[src/rtl/fp16_pkg.sv]
// Shared FP16 constants and the dot-feeder FSM encoding.
package fp16_pkg;

  localparam logic [15:0] FP16_POS_ZERO   = 16'h0000;
  localparam logic [15:0] FP16_ONE        = 16'h3C00;
  localparam int          MUL_LAT_DEFAULT = 5;

  typedef enum logic [2:0] {
    IDLE   = 3'd0,
    CLEAR  = 3'd1,
    STREAM = 3'd2,
    DRAIN  = 3'd3,
    HOLD   = 3'd4
  } fsm_state_t;

endpackage

[src/rtl/fp_dot_cnt.sv]
// Loadable down-counter with zero flag; saturates at zero.
module fp_dot_cnt #(
  parameter int W = 8
) (
  input  logic         clk,
  input  logic         rst,
  input  logic         load,
  input  logic [W-1:0] load_val,
  input  logic         dec,
  output logic [W-1:0] cnt,
  output logic         zero
);

  always_ff @(posedge clk) begin
    if (rst)                     cnt <= '0;
    else if (load)               cnt <= load_val;
    else if (dec && cnt != '0)   cnt <= cnt - 1'b1;
  end

  assign zero = (cnt == '0);

endmodule

[src/rtl/regN.sv]
// Generic enabled register with synchronous clear.
module regN #(
  parameter int WIDTH = 16
) (
  input  logic             clk,
  input  logic             rst,
  input  logic             en,
  input  logic [WIDTH-1:0] d,
  output logic [WIDTH-1:0] q
);

  always_ff @(posedge clk) begin
    if (rst)     q <= '0;
    else if (en) q <= d;
  end

endmodule

[src/rtl/fp16_dot_feeder.sv]
// Streams FP16 operand pairs into a MAC, flushes its multiplier pipe and
// returns the settled accumulator as one dot-product result.
module fp16_dot_feeder
  import fp16_pkg::*;
#(
  parameter int MUL_LAT = MUL_LAT_DEFAULT,
  parameter int LEN_W   = 8
) (
  input  logic             clk,
  input  logic             rst,
  input  logic             start,
  input  logic [LEN_W-1:0] len,
  output logic             busy,
  input  logic             in_valid,
  output logic             in_ready,
  input  logic [15:0]      in_a,
  input  logic [15:0]      in_b,
  output logic             mac_clr,
  output logic [15:0]      mac_a,
  output logic [15:0]      mac_b,
  input  logic [15:0]      mac_acc,
  output logic             res_valid,
  input  logic             res_ready,
  output logic [15:0]      res_data
);

  localparam int                 DRAIN_W    = $clog2(MUL_LAT + 2);
  localparam logic [DRAIN_W-1:0] DRAIN_LOAD = DRAIN_W'(MUL_LAT + 1);

  fsm_state_t         state;
  logic               post_rst;
  logic [LEN_W-1:0]   pair_cnt;
  logic               pair_zero;
  logic [DRAIN_W-1:0] drain_cnt;
  logic               drain_zero;
  logic               beat, last_beat, job_go, zero_job, drain_done, cap;
  logic [15:0]        cap_d;

  assign beat       = in_valid & in_ready;
  assign last_beat  = beat && (pair_cnt == LEN_W'(1));
  assign job_go     = (state == IDLE) && start;
  assign zero_job   = job_go && (len == '0);
  assign drain_done = (state == DRAIN) && drain_zero;
  assign cap        = zero_job | drain_done;
  // An empty job reports +0 without ever touching the MAC.
  assign cap_d      = zero_job ? FP16_POS_ZERO : mac_acc;

  fp_dot_cnt #(.W(LEN_W)) u_pair_cnt (
    .clk(clk), .rst(rst), .load(job_go), .load_val(len),
    .dec(beat), .cnt(pair_cnt), .zero(pair_zero)
  );

  fp_dot_cnt #(.W(DRAIN_W)) u_drain_cnt (
    .clk(clk), .rst(rst), .load(last_beat), .load_val(DRAIN_LOAD),
    .dec(state == DRAIN), .cnt(drain_cnt), .zero(drain_zero)
  );

  regN #(.WIDTH(16)) u_res_reg (
    .clk(clk), .rst(rst), .en(cap), .d(cap_d), .q(res_data)
  );

  always_ff @(posedge clk) begin
    if (rst) begin
      state     <= IDLE;
      busy      <= 1'b0;
      in_ready  <= 1'b0;
      mac_a     <= FP16_POS_ZERO;
      mac_b     <= FP16_POS_ZERO;
      res_valid <= 1'b0;
      mac_clr   <= 1'b1;
      post_rst  <= 1'b1;
    end else begin
      // Keep the MAC in clear for one extra cycle after reset release.
      post_rst <= 1'b0;
      mac_clr  <= post_rst;
      mac_a    <= beat ? in_a : FP16_POS_ZERO;
      mac_b    <= beat ? in_b : FP16_POS_ZERO;
      case (state)
        IDLE: begin
          if (start) begin
            busy <= 1'b1;
            if (len == '0) begin
              state     <= HOLD;
              res_valid <= 1'b1;
            end else begin
              state   <= CLEAR;
              mac_clr <= 1'b1;
            end
          end
        end
        CLEAR: begin
          state    <= STREAM;
          in_ready <= 1'b1;
        end
        STREAM: begin
          if (last_beat) begin
            state    <= DRAIN;
            in_ready <= 1'b0;
          end
        end
        DRAIN: begin
          if (drain_zero) begin
            state     <= HOLD;
            res_valid <= 1'b1;
          end
        end
        HOLD: begin
          if (res_ready) begin
            state     <= IDLE;
            res_valid <= 1'b0;
            busy      <= 1'b0;
          end
        end
        default: begin
          state     <= IDLE;
          busy      <= 1'b0;
          in_ready  <= 1'b0;
          res_valid <= 1'b0;
        end
      endcase
    end
  end

endmodule

[config.mk]
export PLATFORM = sky130hd
export DESIGN_NAME = fp16_dot_feeder
export DESIGN_NICKNAME = d
export VERILOG_FILES = /design/src/rtl/fp16_pkg.sv /design/src/rtl/fp_dot_cnt.sv /design/src/rtl/regN.sv /design/src/rtl/fp16_dot_feeder.sv
export SDC_FILE = /design/constraint.sdc
export NUM_CORES = 1
export LEC_CHECK = 0
export BUFFER_PORTS_ARGS = -buffer_cell sky130_fd_sc_hd__buf_2
export CORE_MARGIN = 4
export CORE_UTILIZATION = 40
export CTS_BUF_LIST = sky130_fd_sc_hd__clkbuf_8
export DETAILED_ROUTE_END_ITERATION = 10
export GPL_ROUTABILITY_DRIVEN = 0
export PLACE_DENSITY = 0.8
export RECOVER_POWER = 100
export SYNTH_ARGS = -nofsm -noshare
export SYNTH_HDL_FRONTEND = slang
export SYNTH_SLANG_ARGS = --single-unit
[constraint.sdc]
create_clock -name clk -period 2.6 [get_ports clk]
set_clock_uncertainty 0.15 [all_clocks]
set_input_delay 0.26 -clock clk [delete_from_list [all_inputs] [get_ports clk]]
set_output_delay 0.26 -clock clk [all_outputs]
set_load 0.005 [all_outputs]
* After elaboration in Yosys (flattened, before gate mapping) *
Cells that the tools add are included.

word-level totals
  flip-flop bits (word level) = 67
  logic and storage cells = 76
  output and inout bits = 52
  bits of input ports = 61

cells by class
  equality and inequality tests = 10
  reductions and logical operators = 22
  $add $sub $neg = 2
  bitwise gates (word level) = 6
  muxes and demuxes = 24

operators by type and width
  operator             count
  $mux 3               7
  $mux 16              1
  $mux 8               2
  $pmux 3 s5           1
  $mux 1               10
  $eq 8x1->1 const B   1
  $logic_not 8->1      1
  $ne 2x2->1 const B   4
  $reduce_bool 8->1    1
  $sub 8x1->8 const B  1
  $eq 3x2->1 const B   2
  $logic_and 1x1->1    6
  $logic_not 3->1      2
  $pmux 1 s3           2
  $reduce_or 2->1      3
  $reduce_or 3->1      2
  $reduce_and 5->1     1
  $not 1->1            4
  $pmux 1 s4           1
  $reduce_and 4->1     1
  $reduce_bool 2->1    2
  $eq 3x1->1 const B   1
  $eq 3x3->1 const B   1
  $reduce_and 3->1     1
  6 further kinds      6

* Longest topological paths before layout *
Gate-level depths: netlist (run 1).

  depth in word-level cells = 4
  gate-level depth with buffers = 9
  gate-level depth less buffers = 7

* By module *
From an unflattened synthesis (run 1), not the netlist that was laid out.

unflattened totals
  cells, all modules = 274
  area, all modules = 2741.4 µm²

modules (own cells, without submodules)
  module                    instances  seq. area each (µm²)  cells each  area an instance (µm²)
  fp16_dot_feeder           1          800.8                 142         1462.7
  regN                      1          320.3                 52          580.6
  fp_dot_cnt (u_pair_cnt)   1          160.2                 59          515.5
  fp_dot_cnt (u_drain_cnt)  1          60.1                  21          182.7

* Least setup slack after synthesis (run 1) *
No wires, ideal clock.

  kind = reg2reg
  from = reg u_drain_cnt.cnt[0]
  to = reg u_res_reg.q[0]
  period minus slack after synthesis = 1783 ps
  stages on the path, launching flop included = 10
  slack = 817 ps
  buffers on the path = 2
  setup time = 70 ps
  required time = 2380 ps
  arrival time = 1563 ps
  cells stage by stage = dfxtp_1 -> inv_1 -> ha_1 -> ha_1 -> nand2_1 -> or2_2 -> clkbuf_1 -> clkbuf_1 -> nand2_1 -> a21oi_1

on the way
  cells in the longest elaborated chain, start to end = 3

ends and longest elaborated chain
  element                 RTL line               source
  from (decl)             fp_dot_cnt.sv:10       output logic [W-1:0] cnt,
  from (signal assigned)  fp_dot_cnt.sv:16       else if (load) cnt <= load_val;
  from (signal assigned)  fp_dot_cnt.sv:17       else if (dec && cnt != '0) cnt <= cnt - 1'b1;
  $logic_not 3->1         fp_dot_cnt.sv:20       assign zero = (cnt == '0);
  $logic_and 1x1->1       fp16_dot_feeder.sv:43  assign drain_done = (state == DRAIN) && drain_zero;
  $or 1x1->1              fp16_dot_feeder.sv:44  assign cap = zero_job | drain_done;
  to (signal assigned)    regN.sv:13             if (rst) q <= '0;
  to (signal assigned)    regN.sv:14             else if (en) q <= d;
  to (decl)               regN.sv:9              output logic [WIDTH-1:0] q

No other way between the ends.
A chain may end at the register's enable or synchronous reset.

* Worst setup path in the final report (run 1) *
  from = reg u_pair_cnt.cnt[4]
  to = reg u_pair_cnt.cnt[5]

on the way
  cells in the longest elaborated chain, start to end = 3
  elaborated cells on any way between the ends = 6
  those cells by class = add/sub (1); mux (2); reduce/logical (3)

ends and longest elaborated chain
  element                                                  RTL line
  from (decl)                                              fp_dot_cnt.sv:10
  from (signal assigned)                                   fp_dot_cnt.sv:16
  from (signal assigned)                                   fp_dot_cnt.sv:17
  $sub 8x1->8 / $reduce_bool 8->1 (equally long branches)  fp_dot_cnt.sv:17
  $mux 8 / $logic_and 1x1->1 (equally long branches)       fp_dot_cnt.sv:17
  $mux 8 / $reduce_bool 2->1 (equally long branches)       n/a

Parallel ways exist; a longest one is shown, timed or not. The select of a mux whose other input is x is not followed.

==> results of run 1 <==
[report_power, final]
| group | switching (mW) | internal [mW] |
|---|---|---|
| Clock | 0.398 | 0.596 |
| Sequential | 0.0876 | 1.13 |
| Combinational | 0.275 | 0.260 |
[what timing repair did]
action | CTS | global route
hold buffers | 43 | 0
endpoints found under the hold margin | 43 | 0
endpoints found under the setup margin | 0 | 0
[area by class of cell]
cell class,count,area (um2)
Clock buffer,11,151
Clock inverter,5,83.8
Fill cell,491,2270
Inverter,10,37.5
Multi-Input combinational cell,177,1040
Sequential cell,67,1340
Tap cell,75,93.8
Timing Repair Buffer,159,971
[final timing paths]
check	from	end	slack (ns)	cells after the start
setup reg to reg	u_pair_cnt.cnt[4]$_SDFFE_PP0P_	u_pair_cnt.cnt[5]$_SDFFE_PP0P_	0.42	4
setup / recovery	u_pair_cnt.cnt[4]$_SDFFE_PP0P_	u_pair_cnt.cnt[5]$_SDFFE_PP0P_	0.42	4
hold reg to reg	u_res_reg.q[15]$_SDFFE_PP0P_	u_res_reg.q[15]$_SDFFE_PP0P_	0.30	2
hold / removal	mac_acc[5]	u_res_reg.q[5]$_SDFFE_PP0P_	0.02	3
[sequential cells by signal (all words and copies together), names as in the netlist]
| signal | cells |
|---|---|
| busy | 1 |
| u_drain_cnt.cnt | 3 |
| u_res_reg.q | 16 |
| post_rst | 1 |
| mac_b | 16 |
| state | 3 |
| in_ready | 1 |
| u_pair_cnt.cnt | 8 |
| mac_a | 16 |
| res_valid | 1 |
| mac_clr | 1 |
[logic make-up after synthesis]
family,count (synthesis)
adder cells (fa/ha/maj),4
AO/OA/AOI/OAI,49
AND/OR/NAND/NOR,119
XOR/XNOR,3
flip-flops,67
multiplexers,2
buffers and inverters,23
[per-layer routing]
metal	vias to the layer above	global-route usage (%)	share of wire (%)
met5	-	0	0
met4	0	8.23	0.99
met3	7	6.34	8.0
met2	82	32.2	49
met1	1089	21.3	42
li1	1224	-	-
[critical path, stage by stage, from the launching register on]
cell	delay, ns
dfxtp_1	0.36
or4_1	0.58
o311ai_0	0.58
o21ai_1	0.15
a311oi_2	0.27
[synthesized netlist by cell type, types with 2 or more instances]
library cell,n
a211oi_1,6
nand2b_1,2
dfxtp_1,67
mux2i_1,2
buf_2,2
ha_1,4
buf_4,2
o21a_1,2
a2111oi_0,2
xnor2_1,2
a21oi_1,20
nor2_1,21
nor4_1,4
or2_2,2
clkbuf_1,8
nor3_1,2
nand2_1,40
nand3_1,4
nand3b_1,2
and2_1,32
inv_1,10
o21ai_0,3
==> impl_metrics.tcl, run 1 <==
set metrics [dict create \
    whs_ns 0.0175 \
    grt_pass1_wl_mm 11.1 \
    cts_setup_buffers 0 \
    p_total_mw 2.74 \
    worst_pin_slew_ns 1.03 \
    start_kind "register" \
    max_slew_margin_pct 31.1 \
    finalWirelength_mm 6.86 \
    start_util_pct 41.8 \
    final_core_util_pct 62.1 \
    synthTopCellsByArea "dfxtp_1, and2_1, nand2_1" \
    coreArea_um2 5990 \
    yosys.area.top_type "dfxtp_1" \
    hold_viol 0 \
    dp_worst_setup_slack_ns 0.388 \
    layout-drive-gt1-share_pct 23.8 \
    fin_area_um2 3720 \
    layout.cells.non_filler 504 \
    synthAdderAreaFrac_pct 2.00 \
    clkLatencyLatePin_ns 0.33 \
    finalCriticalPeriod_ns 2.18 \
    syn-cell-area_um2 2500 \
    num_rows 28 \
    dieArea_um2 7590 \
    root_buffer "clkbuf_8" \
    synth_area_per_cell_um2 9.37 \
    die_x_um 87.1 \
    power_density_nw_per_um2 737 \
    syn_inst 267 \
    setup_violations 0 \
    dp_cells 445 \
    cts_buffer_depth 2 \
    grt_overflow_total 0 \
    muxShareOfSynthArea_pct 0.800 \
    critPathMaxFanout 6 \
    dpl_cell_area_um2 3130 \
    grt_usage_pct 18.9 \
    cts_resized 0 \
    run_status "completed" \
    rsz0062_at_grt "false" \
    syn-num-nets 332 \
    yosys.area_share.simple_pct 24.5 \
    grt_max_degree 33 \
    num_io_pins 113 \
    critPathCaptureType "register" \
    setup_ws_ns 0.423 \
    fmax_mhz 459 \
    io_buffer_count 112 \
    syn2layout_area_growth_pct 48.8 \
    drt-initial-drc-count 81 \
    cts_buffers 9 \
    leakage_nw 1.58 \
    dp_hpwl_mm 4.51 \
    post-route-period-util_pct 83.7 \
    critPathArrivalTime_ns 2.27 \
    critPathRequiredTime_ns 2.70 \
    synth-edff-count 0 \
    ys_ff_latch 67 \
    yosysTopAreaCellShare_pct 53.6 \
    final_common_cell "buf_2" \
    max_cap_violations 0 \
    vias 2402 \
    diodes 0 \
    nets 489 \
    synth_compound_area_share_pct 14.3 \
    synth_xor_xnor_area_share_pct 1.05 \
    dr.pass1.iters 4 \
    ys_seq_area_share_pct 53.6 \
    synth_flop_cell "dfxtp_1" \
    die_h_um 87.1 \
    ir_worst_vdd_v 0.000552 \
    ant_nets 0 \
    layout_common_cells "buf_2, dfxtp_1, dlygate4sd3_1, nand2_1, clkbuf_1" \
    cts.sinks 67 \
    drcViolationCount 0 \
    wl_per_cell_um 13.6 \
    async_flop_share_pct 0 \
    yosysWarnings 0 \
    drv_slew 0 \
    setup.worst_path.class "register to register" \
    synth_cell_types 50 \
    grt_antenna_before_repair 0 \
    hp-class "input pin to register" \
    synth_top_family_by_area "simple AND/OR/NAND/NOR gates" \
    setup_tns_ns 0 \
    htreeDepth 3 \
    clkSlewWorstSetupHoldPaths_ns 0.07 \
    cts_tree "yes" \
    grt_pass1_vias 2520 \
    via_per_inst 4.77 \
]
(Power assumes the default switching activity.)
==> run 2: changes to the inputs <==
--- a/config.mk
+++ b/config.mk
@@ -11,7 +11,7 @@
 export CTS_BUF_LIST = sky130_fd_sc_hd__clkbuf_8
 export DETAILED_ROUTE_END_ITERATION = 10
 export GPL_ROUTABILITY_DRIVEN = 0
-export PLACE_DENSITY = 0.8
+export PLACE_DENSITY = 0.82
 export RECOVER_POWER = 100
 export SYNTH_ARGS = -nofsm -noshare
 export SYNTH_HDL_FRONTEND = slang
==> constraint.sdc (replaced) <==
create_clock -name clk -period 1.8 [get_ports clk]
set_clock_uncertainty 0.15 [all_clocks]
set_input_delay 0.18 -clock clk [delete_from_list [all_inputs] [get_ports clk]]
set_output_delay 0.18 -clock clk [all_outputs]
set_load 0.005 [all_outputs]
==> impl_metrics.tcl, run 2 (synthesis results as in run 1) <==
set metrics [dict create \
    dp_cells 464 \
    dp_worst_setup_slack_ns -0.0540 \
    drv_slew 0 \
    grt_antenna_before_repair 0 \
    hold_viol 0 \
    worst_pin_slew_ns 0.484 \
    dieArea_um2 7590 \
    dr.pass1.iters 4 \
    clkLatencyLatePin_ns 0.33 \
    hp-class "input pin to register" \
    num_rows 28 \
    fin_area_um2 4060 \
    cts.sinks 67 \
    root_buffer "clkbuf_8" \
    post-route-period-util_pct 96.1 \
    layout.cells.non_filler 535 \
    whs_ns 0.0281 \
    fmax_mhz 578 \
    grt_max_degree 33 \
    start_kind "register" \
    dpl_cell_area_um2 3280 \
    power_density_nw_per_um2 1020 \
    finalWirelength_mm 7.52 \
    finalCriticalPeriod_ns 1.73 \
    top_regs "mac_a x16, mac_b x16, u_res_reg.q x16" \
    critPathCaptureType "register" \
    ir_worst_vdd_v 0.000648 \
    final_core_util_pct 67.7 \
    p_total_mw 4.14 \
    drcViolationCount 0 \
    setup_violations 0 \
    clkSlewWorstSetupHoldPaths_ns 0.07 \
    setup.worst_path.class "register to register" \
    via_per_inst 4.73 \
    nets 520 \
    ant_nets 0 \
    layout_common_cells "buf_2, dfxtp_1, dlygate4sd3_1, nand2_1, clkbuf_1" \
    start_util_pct 41.8 \
    rsz0062_at_grt "true" \
    wl_per_cell_um 14.1 \
    critPathArrivalTime_ns 1.82 \
    die_x_um 87.1 \
    layout-drive-gt1-share_pct 30.1 \
    grt_pass1_wl_mm 12.2 \
    syn2layout_area_growth_pct 62.1 \
    drt-initial-drc-count 73 \
    leakage_nw 1.73 \
    coreArea_um2 5990 \
    grt_pass1_vias 2634 \
    critPathMaxFanout 3 \
    vias 2532 \
    die_h_um 87.1 \
    cts_tree "yes" \
    grt_overflow_total 0 \
    max_cap_violations 0 \
    max_slew_margin_pct 67.7 \
    run_status "completed" \
    final_common_cell "buf_2" \
    grt_usage_pct 20.6 \
    cts_buffers 9 \
    htreeDepth 3 \
    num_io_pins 113 \
    cts_buffer_depth 2 \
    critPathRequiredTime_ns 1.89 \
    setup_ws_ns 0.0700 \
    setup_tns_ns 0 \
    io_buffer_count 112 \
    dp_hpwl_mm 4.66 \
]
==> run 2: cell types whose count changed in the layout (fill, tap and decap cells not counted), moves of 3 or more <==
cell	delta
buf_2	-3
and2_1	+8
dfxtp_2	+7
clkbuf_1	+3
inv_2	+3
buf_4	+21
and2_0	-8
inv_1	-3
dlygate4sd3_1	+10
dfxtp_1	-7
==> run 2: final cells by class <==
class                      instances  area [um2]
antenna                            1        2.50
clock buffer                       9         124
clock inverter                     6        90.1
fill                             463        1930
inverter                          10        37.5
multi-input combinational        177        1120
sequential                        67        1350
tap                               75        93.8
timing repair buffer             190        1240
==> run 2: what timing repair did <==
item,CTS,global route
pin swaps,3,6
hold buffers,53,0
endpoints found under the hold margin,53,0
buffers inserted,0,2
setup endpoints to repair,6,26
gates resized for setup,7,14
cloned,0,0
==> run 2: worst paths after layout <==
path | to | from | slack (ns) | cells past startpoint
max reg2reg | u_pair_cnt.cnt[5]$_SDFFE_PP0P_ | u_pair_cnt.cnt[5]$_SDFFE_PP0P_ | 0.07 | 4
min reg2reg | mac_clr$_SDFF_PP1_ | post_rst$_DFF_P_ | 0.29 | 1
max | u_pair_cnt.cnt[5]$_SDFFE_PP0P_ | u_pair_cnt.cnt[5]$_SDFFE_PP0P_ | 0.07 | 4
min | u_pair_cnt.cnt[1]$_SDFFE_PP0P_ | len[1] | 0.03 | 3
==> run 2: critical path, cell delays in order, from the launching register on <==
cell,delay (ns)
dfxtp_1,0.33
or4_4,0.54
o311ai_4,0.25
o21ai_1,0.11
a311oi_2,0.26
==> run 2: layer usage <==
metal / wire (um) / GRT usage (%)
met5: 0 / 0
met4: 201 / 9.21
met3: 466 / 5.58
met2: 3860 / 35.3
met1: 2990 / 23.8
==> run 2: power breakdown <==
group	internal [mW]	leakage [nW]	switching (mW)
Combinational	0.547	1.07	0.496
Clock	0.777	0.106	0.582
Sequential	1.63	0.548	0.109
Total	2.96	1.73	1.19
==> run 3: changes to the inputs <==
--- a/config.mk
+++ b/config.mk
@@ -11,8 +11,9 @@
 export CTS_BUF_LIST = sky130_fd_sc_hd__clkbuf_8
 export DETAILED_ROUTE_END_ITERATION = 10
 export GPL_ROUTABILITY_DRIVEN = 0
-export PLACE_DENSITY = 0.82
+export PLACE_DENSITY = 0.81
 export RECOVER_POWER = 100
 export SYNTH_ARGS = -nofsm -noshare
 export SYNTH_HDL_FRONTEND = slang
+export SYNTH_HIERARCHICAL = 1
 export SYNTH_SLANG_ARGS = --single-unit
==> impl_metrics.tcl, run 3 <==
set metrics [dict create \
    run_status "finished, violations left" \
    violations "setup timing" \
    layout-drive-gt1-share_pct 36.4 \
    dr.pass1.iters 4 \
    diodes 0 \
    max_slew_margin_pct 36.3 \
    path_cells "buf_4 > or4_4 > or4_4 > a311oi_2" \
    start_util_pct 42.1 \
    syn_inst 273 \
    critPathCaptureType "register" \
    die_x_um 90.7 \
    nets 508 \
    coreArea_um2 6490 \
    dp_hpwl_mm 4.93 \
    wl_per_cell_um 14.1 \
    yosysWarnings 6 \
    critPathSlowestCell "or4_4" \
    crit-reg2reg-launch "u_pair_cnt/cnt[0]$_SDFFE_PP0P_" \
    startpoint "u_pair_cnt/cnt[0]$_SDFFE_PP0P_" \
    hp-start "len[4]" \
    die_h_um 90.7 \
    rr_endpoint "u_pair_cnt/cnt[5]$_SDFFE_PP0P_" \
    vias 2562 \
    power_density_nw_per_um2 1150 \
    top_regs "mac_a x16, mac_b x16, u_res_reg/q x16" \
    drcViolationCount 0 \
    setup_violations 10 \
    whs_ns 0.0167 \
    finalWirelength_mm 7.40 \
    syn-cell-area_um2 2740 \
    critPathArrivalTime_ns 2.00 \
    grt_usage_pct 17.5 \
    crit_top_cell "or4_4" \
    worst_pin_slew_ns 0.955 \
    layout.cells.non_filler 525 \
    via_per_inst 4.88 \
    cts_tree "yes" \
    hold-path-cell-count 3 \
    root_buffer "clkbuf_8" \
    post-route-period-util_pct 106 \
    hold_viol 0 \
    reg2reg_depth 4 \
    cts_buffers 9 \
    cts_buffer_depth 2 \
    dieArea_um2 8220 \
    ir_worst_vdd_v 0.000632 \
    grt_max_degree 34 \
    htreeDepth 3 \
    critPathRequiredTime_ns 1.90 \
    nFillCells 543 \
    fin_area_um2 4160 \
    drv_slew 0 \
    rsz0062_at_grt "true" \
    fmax_mhz 525 \
    synth_area_per_cell_um2 10.0 \
    slowest_delay_ns 0.53 \
    clkLatencyLatePin_ns 0.33 \
    finalCriticalPeriod_ns 1.90 \
    drt-initial-drc-count 105 \
    max_cap_violations 0 \
    ant_nets 0 \
    hp-class "input pin to register" \
    final_common_cell "buf_2" \
    clkSlewWorstSetupHoldPaths_ns 0.07 \
    setup_tns_ns -0.349 \
    dp_worst_setup_slack_ns -0.121 \
    num_io_pins 113 \
    dp_cells 471 \
    layout_common_cells "buf_2, dfxtp_1, dlygate4sd3_1, clkbuf_1, and3_1" \
    leakage_nw 1.89 \
    r2r_setup_slack_ns -0.10 \
    grtUsageMet3_pct 4.33 \
    hold_end "u_pair_cnt/cnt[4]$_SDFFE_PP0P_" \
    setup_ws_ns -0.105 \
    num_rows 29 \
    gr-usage-met2_pct 31.1 \
    dpl_cell_area_um2 3520 \
    setup.worst_path.class "register to register" \
    busiest_layer "met2" \
    grt_antenna_before_repair 0 \
    grt_pass1_wl_mm 11.8 \
    start_kind "register" \
    critPathMaxFanout 3 \
    use_met1_pct 19.7 \
    io_buffer_count 112 \
    grt_pass1_vias 2547 \
    cts.sinks 67 \
    syn2layout_area_growth_pct 52.2 \
    grt_overflow_total 0 \
]
-- run 3: cell types whose count changed in the layout (fill, tap and decap cells not counted), moves of 6 or more --
cell / previous run / this run
a21oi_1: 20 / 10
and2_0: 10 / 0
and2_1: 22 / 12
and2_4: 0 / 6
and3_1: 0 / 32
dlygate4sd3_1: 53 / 34
mux2i_1: 2 / 15
nand2_1: 40 / 7
-- run 3: worst max path at each step --
| stage | end | slack [ns] | cells past startpoint |
|---|---|---|---|
| final | u_pair_cnt/cnt[5]$_SDFFE_PP0P_ | -0.10 | 4 |
| after detailed placement | u_pair_cnt/cnt[5]$_SDFFE_PP0P_ | -0.12 | 7 |
| after CTS | u_pair_cnt/cnt[5]$_SDFFE_PP0P_ | -0.06 | 5 |
| after global routing | u_pair_cnt/cnt[5]$_SDFFE_PP0P_ | -0.14 | 5 |
| after floorplan | u_res_reg/q[10]$_SDFFE_PP0P_ | -0.04 | 10 |
| after global placement | u_pair_cnt/cnt[5]$_SDFFE_PP0P_ | -0.05 | 7 |
-- run 3: through the flow --
step | total power, mW | util, %
after floorplan | 2.84 | -
after global placement | 3.31 | 54.2
after detailed placement | 3.37 | 54.2
after CTS | 4.70 | 62.7
after global routing | 5.09 | 64.1
final | 4.80 | 64.1
-- run 3: critical path: cells and delay by family (launching register included) --
kind	cells	cell delay [ns]
AO/OA/AOI/OAI	1	0.27
buffers and inverters	1	0.13
flip-flops	1	0.31
AND/OR/NAND/NOR	2	0.97
-- run 3: layout make-up --
class	count	area [um2]	share of cell area, %
clock buffer	9	124	2.98
sequential	67	1340	32.3
tap	77	96.3	2.32
inverter	14	53.8	1.29
timing repair buffer	174	1130	27.2
clock inverter	7	75.1	1.80
multi-input combinational	177	1340	32.1
-- run 3: where the power goes --
group          internal (mW)  switching [mW]  leakage (nW)
logic                  0.915           0.811          1.25
clock network          0.646           0.581        0.0923
registers               1.69           0.157         0.545
total                   3.25            1.55          1.89
-- run 3: routing by layer --
metal	share of wire, %	vias to the layer above	routed length [um]
li1	-	1291	-
met1	41	1175	3050
met2	51	86	3810
met3	6.2	10	456
met4	1.1	0	85
met5	0	-	0
-- run 3: what timing repair did --
item	CTS	global route
hold buffers	34	0
endpoints found under the hold margin	34	0
setup endpoints to repair	7	27
resized for setup	4	23
gates cloned	0	2
setup buffers	0	4
pin swaps	2	14
